File: src/rtl/traffic_scheduler_if.sv
// Control and strobe bundle between the level logic, the scheduler and the lane movers.
// The master side drives run/level controls. The slave side is the scheduler, which returns steps, period and state.
interface traffic_scheduler_if #(
    parameter int NUM_LANES = 4
);
    logic                 i_run;
    logic [6:0]           i_level;
    logic                 i_level_load;
    logic [NUM_LANES-1:0] o_step;
    logic [24:0]          o_period;
    logic [1:0]           o_state;

    modport master (
        output i_run, i_level, i_level_load,
        input  o_step, o_period, o_state
    );

    modport slave (
        input  i_run, i_level, i_level_load,
        output o_step, o_period, o_state
    );
endinterface

File: src/rtl/traffic_scheduler.sv
// Shared time base for the traffic lanes. It maps the level to a step period and runs one base prescaler.
// Per-lane dividers turn base ticks into one-cycle lane step strobes, under run/pause control.
module traffic_scheduler #(
    parameter int                   NUM_LANES   = 4,
    parameter logic [24:0]          BASE_PERIOD = 25'd1000,
    parameter logic [24:0]          PERIOD_STEP = 25'd50,
    parameter logic [24:0]          MIN_PERIOD  = 25'd100,
    parameter logic [4*NUM_LANES-1:0] LANE_DIVS = 16'h4321
) (
    input  logic                 i_Clk,
    input  logic                 i_Rst,
    traffic_scheduler_if.slave   bus
);

    typedef enum logic [1:0] {
        S_IDLE  = 2'b00,
        S_LOAD  = 2'b01,
        S_RUN   = 2'b10,
        S_PAUSE = 2'b11
    } state_t;

    state_t               r_state;
    logic [24:0]          r_period;
    logic [24:0]          r_base_cnt;
    logic [3:0]           r_lane_cnt [NUM_LANES];
    logic [NUM_LANES-1:0] r_step;

    state_t               w_next_state;
    logic                 w_run_cycle;
    logic                 w_tick;
    logic [31:0]          w_lvl;
    logic [31:0]          w_red;
    logic [24:0]          w_new_period;

    // A zero divisor nibble behaves as divide-by-one.
    function automatic logic [3:0] lane_div(input int k);
        logic [3:0] d;
        d = LANE_DIVS[4*k +: 4];
        return (d == 4'd0) ? 4'd1 : d;
    endfunction

    // The reduction is computed at 32 bits and clamped before subtracting, so a high level cannot wrap the period.
    always_comb begin
        w_lvl = (bus.i_level == 7'd0) ? 32'd1 : {25'd0, bus.i_level};
        w_red = (w_lvl - 32'd1) * {7'd0, PERIOD_STEP};
        if (w_red > {7'd0, BASE_PERIOD - MIN_PERIOD})
            w_new_period = MIN_PERIOD;
        else
            w_new_period = BASE_PERIOD - w_red[24:0];
    end

    // NOTE: every signal written here gets a default first so no path leaves it unassigned, which would infer a latch.
    always_comb begin
        w_next_state = r_state;
        w_run_cycle  = 1'b0;
        w_tick       = 1'b0;
        case (r_state)
            S_IDLE: begin
                if (bus.i_run)
                    w_next_state = S_LOAD;
            end
            S_LOAD: begin
                w_next_state = bus.i_run ? S_RUN : S_PAUSE;
            end
            S_RUN: begin
                // A reload request drops any tick due this cycle, so the old and new periods never mix.
                if (bus.i_level_load) begin
                    w_next_state = S_LOAD;
                end else begin
                    w_run_cycle = 1'b1;
                    w_tick      = (r_base_cnt == 25'd0);
                    if (!bus.i_run)
                        w_next_state = S_PAUSE;
                end
            end
            S_PAUSE: begin
                if (bus.i_level_load)
                    w_next_state = S_LOAD;
                else if (bus.i_run)
                    w_next_state = S_RUN;
            end
            default: w_next_state = S_IDLE;
        endcase
    end

    // NOTE: sequential state uses non-blocking assignments, so every register samples the pre-edge values and no evaluation-order race can occur.
    always_ff @(posedge i_Clk) begin
        if (i_Rst) begin
            r_state    <= S_IDLE;
            r_period   <= BASE_PERIOD;
            r_base_cnt <= BASE_PERIOD - 25'd1;
            r_step     <= '0;
            // NOTE: the lane counter array is small and its phase matters after reset, so each entry is reset explicitly rather than left as RAM.
            for (int k = 0; k < NUM_LANES; k++)
                r_lane_cnt[k] <= lane_div(k) - 4'd1;
        end else begin
            r_state <= w_next_state;
            r_step  <= '0;

            if (r_state == S_LOAD) begin
                r_period   <= w_new_period;
                r_base_cnt <= w_new_period - 25'd1;
            end else if (w_run_cycle) begin
                r_base_cnt <= w_tick ? (r_period - 25'd1) : (r_base_cnt - 25'd1);
            end

            if (w_tick) begin
                for (int k = 0; k < NUM_LANES; k++) begin
                    if (r_lane_cnt[k] == 4'd0) begin
                        r_step[k]     <= 1'b1;
                        r_lane_cnt[k] <= lane_div(k) - 4'd1;
                    end else begin
                        r_lane_cnt[k] <= r_lane_cnt[k] - 4'd1;
                    end
                end
            end
        end
    end

    assign bus.o_step   = r_step;
    assign bus.o_period = r_period;
    assign bus.o_state  = r_state;

endmodule

File: src/flat_wrapper.sv
// flat-port wrapper written by rule: the top's interface ports become plain ports
module traffic_scheduler_flat 
#(
    parameter int                   NUM_LANES   = 4,
    parameter logic [24:0]          BASE_PERIOD = 25'd1000,
    parameter logic [24:0]          PERIOD_STEP = 25'd50,
    parameter logic [24:0]          MIN_PERIOD  = 25'd100,
    parameter logic [4*NUM_LANES-1:0] LANE_DIVS = 16'h4321
)
  (i_Clk, i_Rst, bus_i_run, bus_i_level, bus_i_level_load, bus_o_step, bus_o_period, bus_o_state);
  traffic_scheduler_if #(.NUM_LANES(NUM_LANES)) bus_i ();
  input  logic i_Clk;
  input  logic i_Rst;
  input wire logic [$bits(bus_i.i_run)-1:0] bus_i_run;
  input wire logic [$bits(bus_i.i_level)-1:0] bus_i_level;
  input wire logic [$bits(bus_i.i_level_load)-1:0] bus_i_level_load;
  output wire logic [$bits(bus_i.o_step)-1:0] bus_o_step;
  output wire logic [$bits(bus_i.o_period)-1:0] bus_o_period;
  output wire logic [$bits(bus_i.o_state)-1:0] bus_o_state;
  assign bus_i.i_run = bus_i_run;
  assign bus_i.i_level = bus_i_level;
  assign bus_i.i_level_load = bus_i_level_load;
  assign bus_o_step = bus_i.o_step;
  assign bus_o_period = bus_i.o_period;
  assign bus_o_state = bus_i.o_state;
  traffic_scheduler #(.NUM_LANES(NUM_LANES), .BASE_PERIOD(BASE_PERIOD), .PERIOD_STEP(PERIOD_STEP), .MIN_PERIOD(MIN_PERIOD), .LANE_DIVS(LANE_DIVS)) u_core (.i_Clk(i_Clk), .i_Rst(i_Rst), .bus(bus_i));
endmodule
File: config.mk
export PLATFORM = sky130hd
export DESIGN_NAME = traffic_scheduler_flat
export DESIGN_NICKNAME = d
export VERILOG_FILES = /design/src/rtl/traffic_scheduler_if.sv /design/src/rtl/traffic_scheduler.sv /design/src/flat_wrapper.sv
export SDC_FILE = /design/constraint.sdc
export NUM_CORES = 1
export LEC_CHECK = 0
export ABC_AREA = 1
export BUFFER_PORTS_ARGS = -buffer_cell sky130_fd_sc_hd__buf_2
export CORE_ASPECT_RATIO = 0.5
export CORE_MARGIN = 1
export CORE_UTILIZATION = 40
export DETAILED_ROUTE_END_ITERATION = 6
export GPL_ROUTABILITY_DRIVEN = 0
export SKIP_LAST_GASP = 1
export SYNTH_ARGS = -nofsm -noshare
export SYNTH_HDL_FRONTEND = slang
export SYNTH_SLANG_ARGS = --single-unit
File: constraint.sdc
create_clock -name i_Clk -period 6.18 [get_ports i_Clk]
set_clock_uncertainty 0.2 [all_clocks]
set_input_delay 0.618 -clock i_Clk [delete_from_list [all_inputs] [get_ports i_Clk]]
set_output_delay 0.618 -clock i_Clk [all_outputs]
set_load 0.005 [all_outputs]
* Word-level counts from Yosys, hierarchy flattened *
Memory sizes are Yosys's and may differ from the RTL's.
Cells that the tools add are included.
W data, S select, Z words.

operators by class
  reduce and logical (&&, ||, !) cells = 10
  equality and inequality tests = 6
  $add $sub $neg = 9
  magnitude comparators = 1
  multiplexer cells = 58
  multiply operators = 1
  bitwise gates (word level) = 9

operators by type and width
  operator                  count
  $mux W25                  4
  $sub A25 B1 Y25 const B   3
  $mux W1                   39
  $gt A32 B10 Y1 const B    1
  $mul A32 B5 Y31 const B   1
  $mux W4                   8
  $sub A32 B1 Y32 const B   1
  $logic_not A25 Y1         1
  $sub A10 B25 Y25 const A  1
  $logic_not A4 Y1          4
  $sub A4 B1 Y4 const B     4
  $mux W2                   5
  $or A1 B1 Y1              8
  $pmux W2 S4               1
  $logic_not A7 Y1          1
  $mux W7                   1
  $ne A3 B3 Y1 const B      2
  $eq A2 B2 Y1 const B      2
  $reduce_and A3 Y1         1
  $eq A2 B1 Y1 const B      1
  $logic_not A2 Y1          1
  $ne A2 B2 Y1 const B      1
  $reduce_bool A2 Y1        1
  $reduce_or A2 Y1          1
  $not A1 Y1                1

storage, ports and cells
  input port bits = 11
  output and inout bits = 31
  logic and storage cells = 99
  register bits after elaboration = 56
  memory bits (writable) = 16
  memories kept = 1

memories
  memory             depth  width  rd ports  clocked after memory_dff  write ports  line                     text
  u_core.r_lane_cnt  4      4      4         0                         4            traffic_scheduler.sv:25  logic [3:0] r_lane_cnt [NUM_LANES];

* Logic depth before layout (Yosys ltp) *
  depth in word-level cells = 8
  mapped depth = 40
  mapped depth without buffers = 40

* Least setup slack after synthesis *
No wires, ideal clock.

  kind = input port to flip-flop
  from = in bus_i_level[2]
  to = reg u_core.r_base_cnt[9]
  slack = 0.713 ns
  path buffers = 0
  stages = 38
  arrival = 5.154 ns
  data required time = 5.867 ns
  setup time = 0.113 ns
  path through = inv_1 -> nand2_1 -> nor3_1 -> nand3_1 -> nand2_1 -> inv_1 -> ha_1 -> inv_1 -> nor3_1 -> ha_1 -> inv_1 -> ha_1 -> ha_1 -> inv_1 -> fa_1 -> inv_1 -> ha_1 -> nand2_1 -> [... 2 more ...] -> nand2_1 -> nand2_1 -> nand3b_1 -> nand2_1 -> nand3_1 -> nor2_1 -> nand3_1 -> nand2_2 -> nand2_1 -> inv_1 -> ha_1 -> nand2_1 -> inv_1 -> nand3_1 -> nand2_1 -> nand2_1 -> nand3_1 -> nand2_1

on the way
  longest elaborated chain between the ends = 8
  elaborated cells on any way between the ends = 9
  those cells by class = add/sub: 3; mul: 1; order compare: 1; mux: 3; reduce/logical: 1

RTL lines
  what                                                line                                              text
  start, declared                                     flat_wrapper.sv:15                                input wire logic [$bits(bus_i.i_level)-1:0] bus_i_level;
  $logic_not A7 Y1                                    traffic_scheduler.sv:44                           w_lvl = (bus.i_level == 7'd0) ? 32'd1 : {25'd0, bus.i_level};
  $mux W7 *                                           traffic_scheduler.sv:44
  $sub A32 B1 Y32 *                                   traffic_scheduler.sv:45                           w_red = (w_lvl - 32'd1) * {7'd0, PERIOD_STEP};
  $mul A32 B5 Y31 *                                   traffic_scheduler.sv:45
  $gt A32 B10 Y1 or $sub A10 B25 Y25 (tied branches)  traffic_scheduler.sv:46, traffic_scheduler.sv:49
  $mux W25 *                                          traffic_scheduler.sv:46                           if (w_red > {7'd0, BASE_PERIOD - MIN_PERIOD})
  $sub A25 B1 Y25 *                                   traffic_scheduler.sv:102                          r_base_cnt <= w_new_period - 25'd1;
  $mux W25 *                                          traffic_scheduler.sv:100                          if (r_state == S_LOAD) begin
  end signal, assigned                                traffic_scheduler.sv:91                           r_base_cnt <= BASE_PERIOD - 25'd1;
  end signal, assigned                                traffic_scheduler.sv:102
  end signal, assigned                                traffic_scheduler.sv:104                          r_base_cnt <= w_tick ? (r_period - 25'd1) : (r_base_cnt - 25'd1);
  end, declared                                       traffic_scheduler.sv:24                           logic [24:0] r_base_cnt;

Mark *: on every way between the ends. The rest lies on a longest branch, timed or not.
A chain may end at the register's enable or synchronous reset.

* Final worst setup path *
Same ends and word-level chain as after synthesis.

==> impl.org <==
** Synth
- Average instance area after synthesis :: 6.48 µm²
- Largest cells by area after synthesis :: sky130_fd_sc_hd__dfxtp_1 (17%), sky130_fd_sc_hd__nand2_1 (14%), sky130_fd_sc_hd__inv_1 (12%)
- In this run, synthesis inferred 16 flip-flops with an integrated enable.
- The synthesized design contains 71 register bits.
- Most frequent cells after synthesis :: sky130_fd_sc_hd__nand2_1 (241), sky130_fd_sc_hd__inv_1 (210), sky130_fd_sc_hd__nor2_1 (94)
- Counting flops with an async set or reset pin after synthesis yields a share of 0.
- Library cell with the highest instance count after synthesis :: sky130_fd_sc_hd__nand2_1
- Synth warn :: 0
- For this run, the register share of the synthesized area comes to 0.242.
- The synthesized netlist contains 51 unique library cells.
- Among all flip-flop cells after synthesis, the most frequent one is sky130_fd_sc_hd__dfxtp_1.
- Netlist area before placement :: 6540 µm²
- Counting every instance in the synthesized netlist gives 1,010.
- Top-area cell type share of the netlist area :: 0.168
- Summed over all instances, the cell type with the most area after synthesis is sky130_fd_sc_hd__dfxtp_1.

** Power and ir drop
- Power density of the placed cells :: 225 nW/µm²
- The design draws 0.00165 W.
- Leak Pwr :: 3.93 nW
- The worst-case IR drop observed on VDD is 118 µV.

** Worst hold path
- The tightest min-delay check is of the reg2reg type.
- Hold Path Cell Cnt :: 2

** Finish
- With fillers left out, the area of the finished cells amounts to 7330 µm².
- Final net count :: 1,150
- Relative to the synthesized area, the layout overhead comes to 12.1%.
- Fraction of final layout cells with drive strength greater than 1 :: 0.110
- The number of antenna diodes in the final layout is 0.
- Once layout is complete, the utilization of the core stands at 0.467.

** Placed design
- Place WS :: 0.0936 ns
- Summed over all nets, the half-perimeter wirelength after detailed placement is 12.5 mm.
- Input/output buffers :: 40
- Summing all placed instances gives a cell area of 7040 µm².

** Clocking
- CTS Buf Count :: 9
- Clock-pin slew was measured on the worst setup and hold paths at 0.06 ns.
- The H-tree generated during clock tree synthesis spans 3 levels.
- The clock drives 71 sinks.
- Maximum clock path buffer count :: 2
- After clock tree synthesis, the setup repair step added 0 buffers.
- TritonCTS built the clock tree.
- Clock Root Buffer :: sky130_fd_sc_hd__clkbuf_16
- Clock latency on the worst-skew pair, taken at its later pin, is 0.33 ns.

** Setup path
- The critical path crosses 39 cells after its start point.
- Counting stages on the worst path, the most repeated cell is sky130_fd_sc_hd__nand2_1.
- Worst setup path class :: in2reg
- Kind of capture point of the worst setup path :: flop
- STA classifies the critical path startpoint as an input pin.
- The number of cells on the worst reg-to-reg path is 18.
- Data arrival, critical path :: 5.75 ns
- Largest delay contributor family on the critical path :: simple AND/OR/NAND/NOR gates
- STA puts the critical path data required time at 6.21 ns.
- Highest cell delay on the worst timing path :: 0.50 ns
- Slowest library cell on the worst path :: sky130_fd_sc_hd__fa_1
- Of all nets on the critical path, the largest fanout is 8.
- Worst Path Buf+Inv :: 9

** Floorplanning
- In this run the vertical extent of the chip is 92.4 µm.
- Width of the die :: 183 µm
- In this run the standard cell core region covers 15,700 µm².
- For this configuration, the core starts out at a cell density of 0.417.
- I/O pin cnt :: 42
- DIE AREA :: 16,900 µm²
- Number of placement rows :: 32

** Global routing
- Via count of the first global-routing pass :: 5,692
- Wire length of the first global-routing pass :: 26.3 mm
- Pin count of the biggest net entering global routing :: 40
- Overall track demand over capacity in global routing :: 0.191
- The number of antenna violations at the first check in global routing is 0.
- GRT overflow :: 0

** Run status
- Outcome :: finished, final reports clean

** STA
- Final number of setup-violating endpoints :: 0
- At the pin with the least slew margin, the transition time is 0.692 ns.
- The final hold violation count is 0.
- In the finished design, the share of the clock period the worst path needs comes to 0.926.
- Max Clk Rate :: 0.175 GHz
- Worst slew margin :: 0.538
- RSZ-0062 raised after global routing :: no
- Total count of max-transition violations in the final report :: 0
- Final setup margin :: 0.456 ns
- Time the worst path needs with I/O delays and setup :: 5.72 ns
- Total negative slack for setup checks :: 0 ns

** Detailed routing
- For this run, the detailed router's first-pass iteration total came to 5.
- Via total after detailed routing :: 6,181
- After detailed routing, the number of vias per cell comes to 4.80.
- Wire length after detailed routing :: 15.6 mm
- For this block, the initial DRC count from the detailed router was 356.
- After detailed routing, the average wire length per cell comes to 12.1 µm.
- DRC errors left :: 0
- The count of nets left with antenna violations once routing finished came out at 0.

** Run
- Number of max-cap violations :: 0
## per-stage QoR
step	hold slack, ns	std cells
after floorplan	0.248	1024
after global placement	0.243	1273
after detailed placement	0.249	1273
after CTS	0.257	1289
after global routing	0.281	1289
final	0.255	1289
## cells in the final DEF (no fill, tap or decap), types with 12 or more instances in the layout
| cell | n |
|---|---|
| sky130_fd_sc_hd__nand2_1 | 240 |
| sky130_fd_sc_hd__inv_1 | 210 |
| sky130_fd_sc_hd__nor2_1 | 93 |
| sky130_fd_sc_hd__nand3_1 | 76 |
| sky130_fd_sc_hd__ha_1 | 57 |
| sky130_fd_sc_hd__dfxtp_1 | 55 |
| sky130_fd_sc_hd__a21oi_1 | 53 |
| sky130_fd_sc_hd__o21ai_0 | 41 |
| sky130_fd_sc_hd__buf_2 | 40 |
| sky130_fd_sc_hd__fa_1 | 16 |
| sky130_fd_sc_hd__conb_1 | 16 |
| sky130_fd_sc_hd__edfxtp_1 | 16 |
| sky130_fd_sc_hd__xor2_1 | 14 |
| sky130_fd_sc_hd__nand4_1 | 14 |
| sky130_fd_sc_hd__nor3_1 | 12 |
## worst reg2reg max path: cells and delay by family (launching register included)
family                   cells  cell delay [ns]
AND/OR/NAND/NOR             13             1.50
buffers and inverters        3             0.37
adder cells (fa/ha/maj)      1             0.22
AO/OA/AOI/OAI                1             0.13
flip-flops                   1             0.40
## cell families (layout without fill, tap and decap cells)
family | Yosys count | after routing | synth area share
simple gates | 485 | 485 | 0.331
buf+inv | 239 | 283 | 0.140
compound gates | 121 | 121 | 0.101
fa+ha+maj | 76 | 76 | 0.164
flops | 71 | 71 | 0.242
xor+xnor | 16 | 16 | 0.0214
other cells | 2 | 16 | 0.00115
## registers in the layout, indices dropped and copies added (netlist names)
signal and flops:
u_core.bus.o_step 4, u_core.r_lane_cnt 16, u_core.bus.o_period 24, u_core.r_base_cnt 25, u_core.bus.o_state 2
## power breakdown
group          switching, W  internal, W
combinational      0.000426     0.000219
clock              0.000196     0.000282
sequential        0.0000192     0.000505
total              0.000641      0.00101
## routing by layer
layer / global-route usage / vias to the layer above / wire [µm]
li1: - / 3248 / -
met1: 0.252 / 2830 / 7610
met2: 0.335 / 92 / 7410
met3: 0.0279 / 11 / 501
met4: 0.0354 / 0 / 130
met5: 0 / - / 0
## layout make-up
type	instances	area [µm²]
multi-input cells	714	4120
clock inverters	5	32.5
well taps	221	277
inverters	221	832
repair buffers	46	245
fillers	1688	8360
clock buffers	11	243
flip-flops and latches	71	1580
## worst paths after layout
check / to / start / slack, ns
max reg2reg: u_core.r_base_cnt[8]$_SDFFE_PP1P_ / u_core.bus.o_state[1]$_SDFFE_PP0P_ / 3.27
min: u_core.bus.o_period[20]$_SDFFE_PP0P_ / u_core.bus.o_period[20]$_SDFFE_PP0P_ / 0.25
max: u_core.r_base_cnt[9]$_SDFFE_PP1P_ / bus_i_level[2] / 0.46
min reg2reg: u_core.bus.o_period[20]$_SDFFE_PP0P_ / u_core.bus.o_period[20]$_SDFFE_PP0P_ / 0.25
## timing repair
action | CTS | global route
hold buffers | 0 | 0
resized for setup | 0 | 6
setup endpoints to repair | 0 | 5
Power figures use the tool's default switching activity.
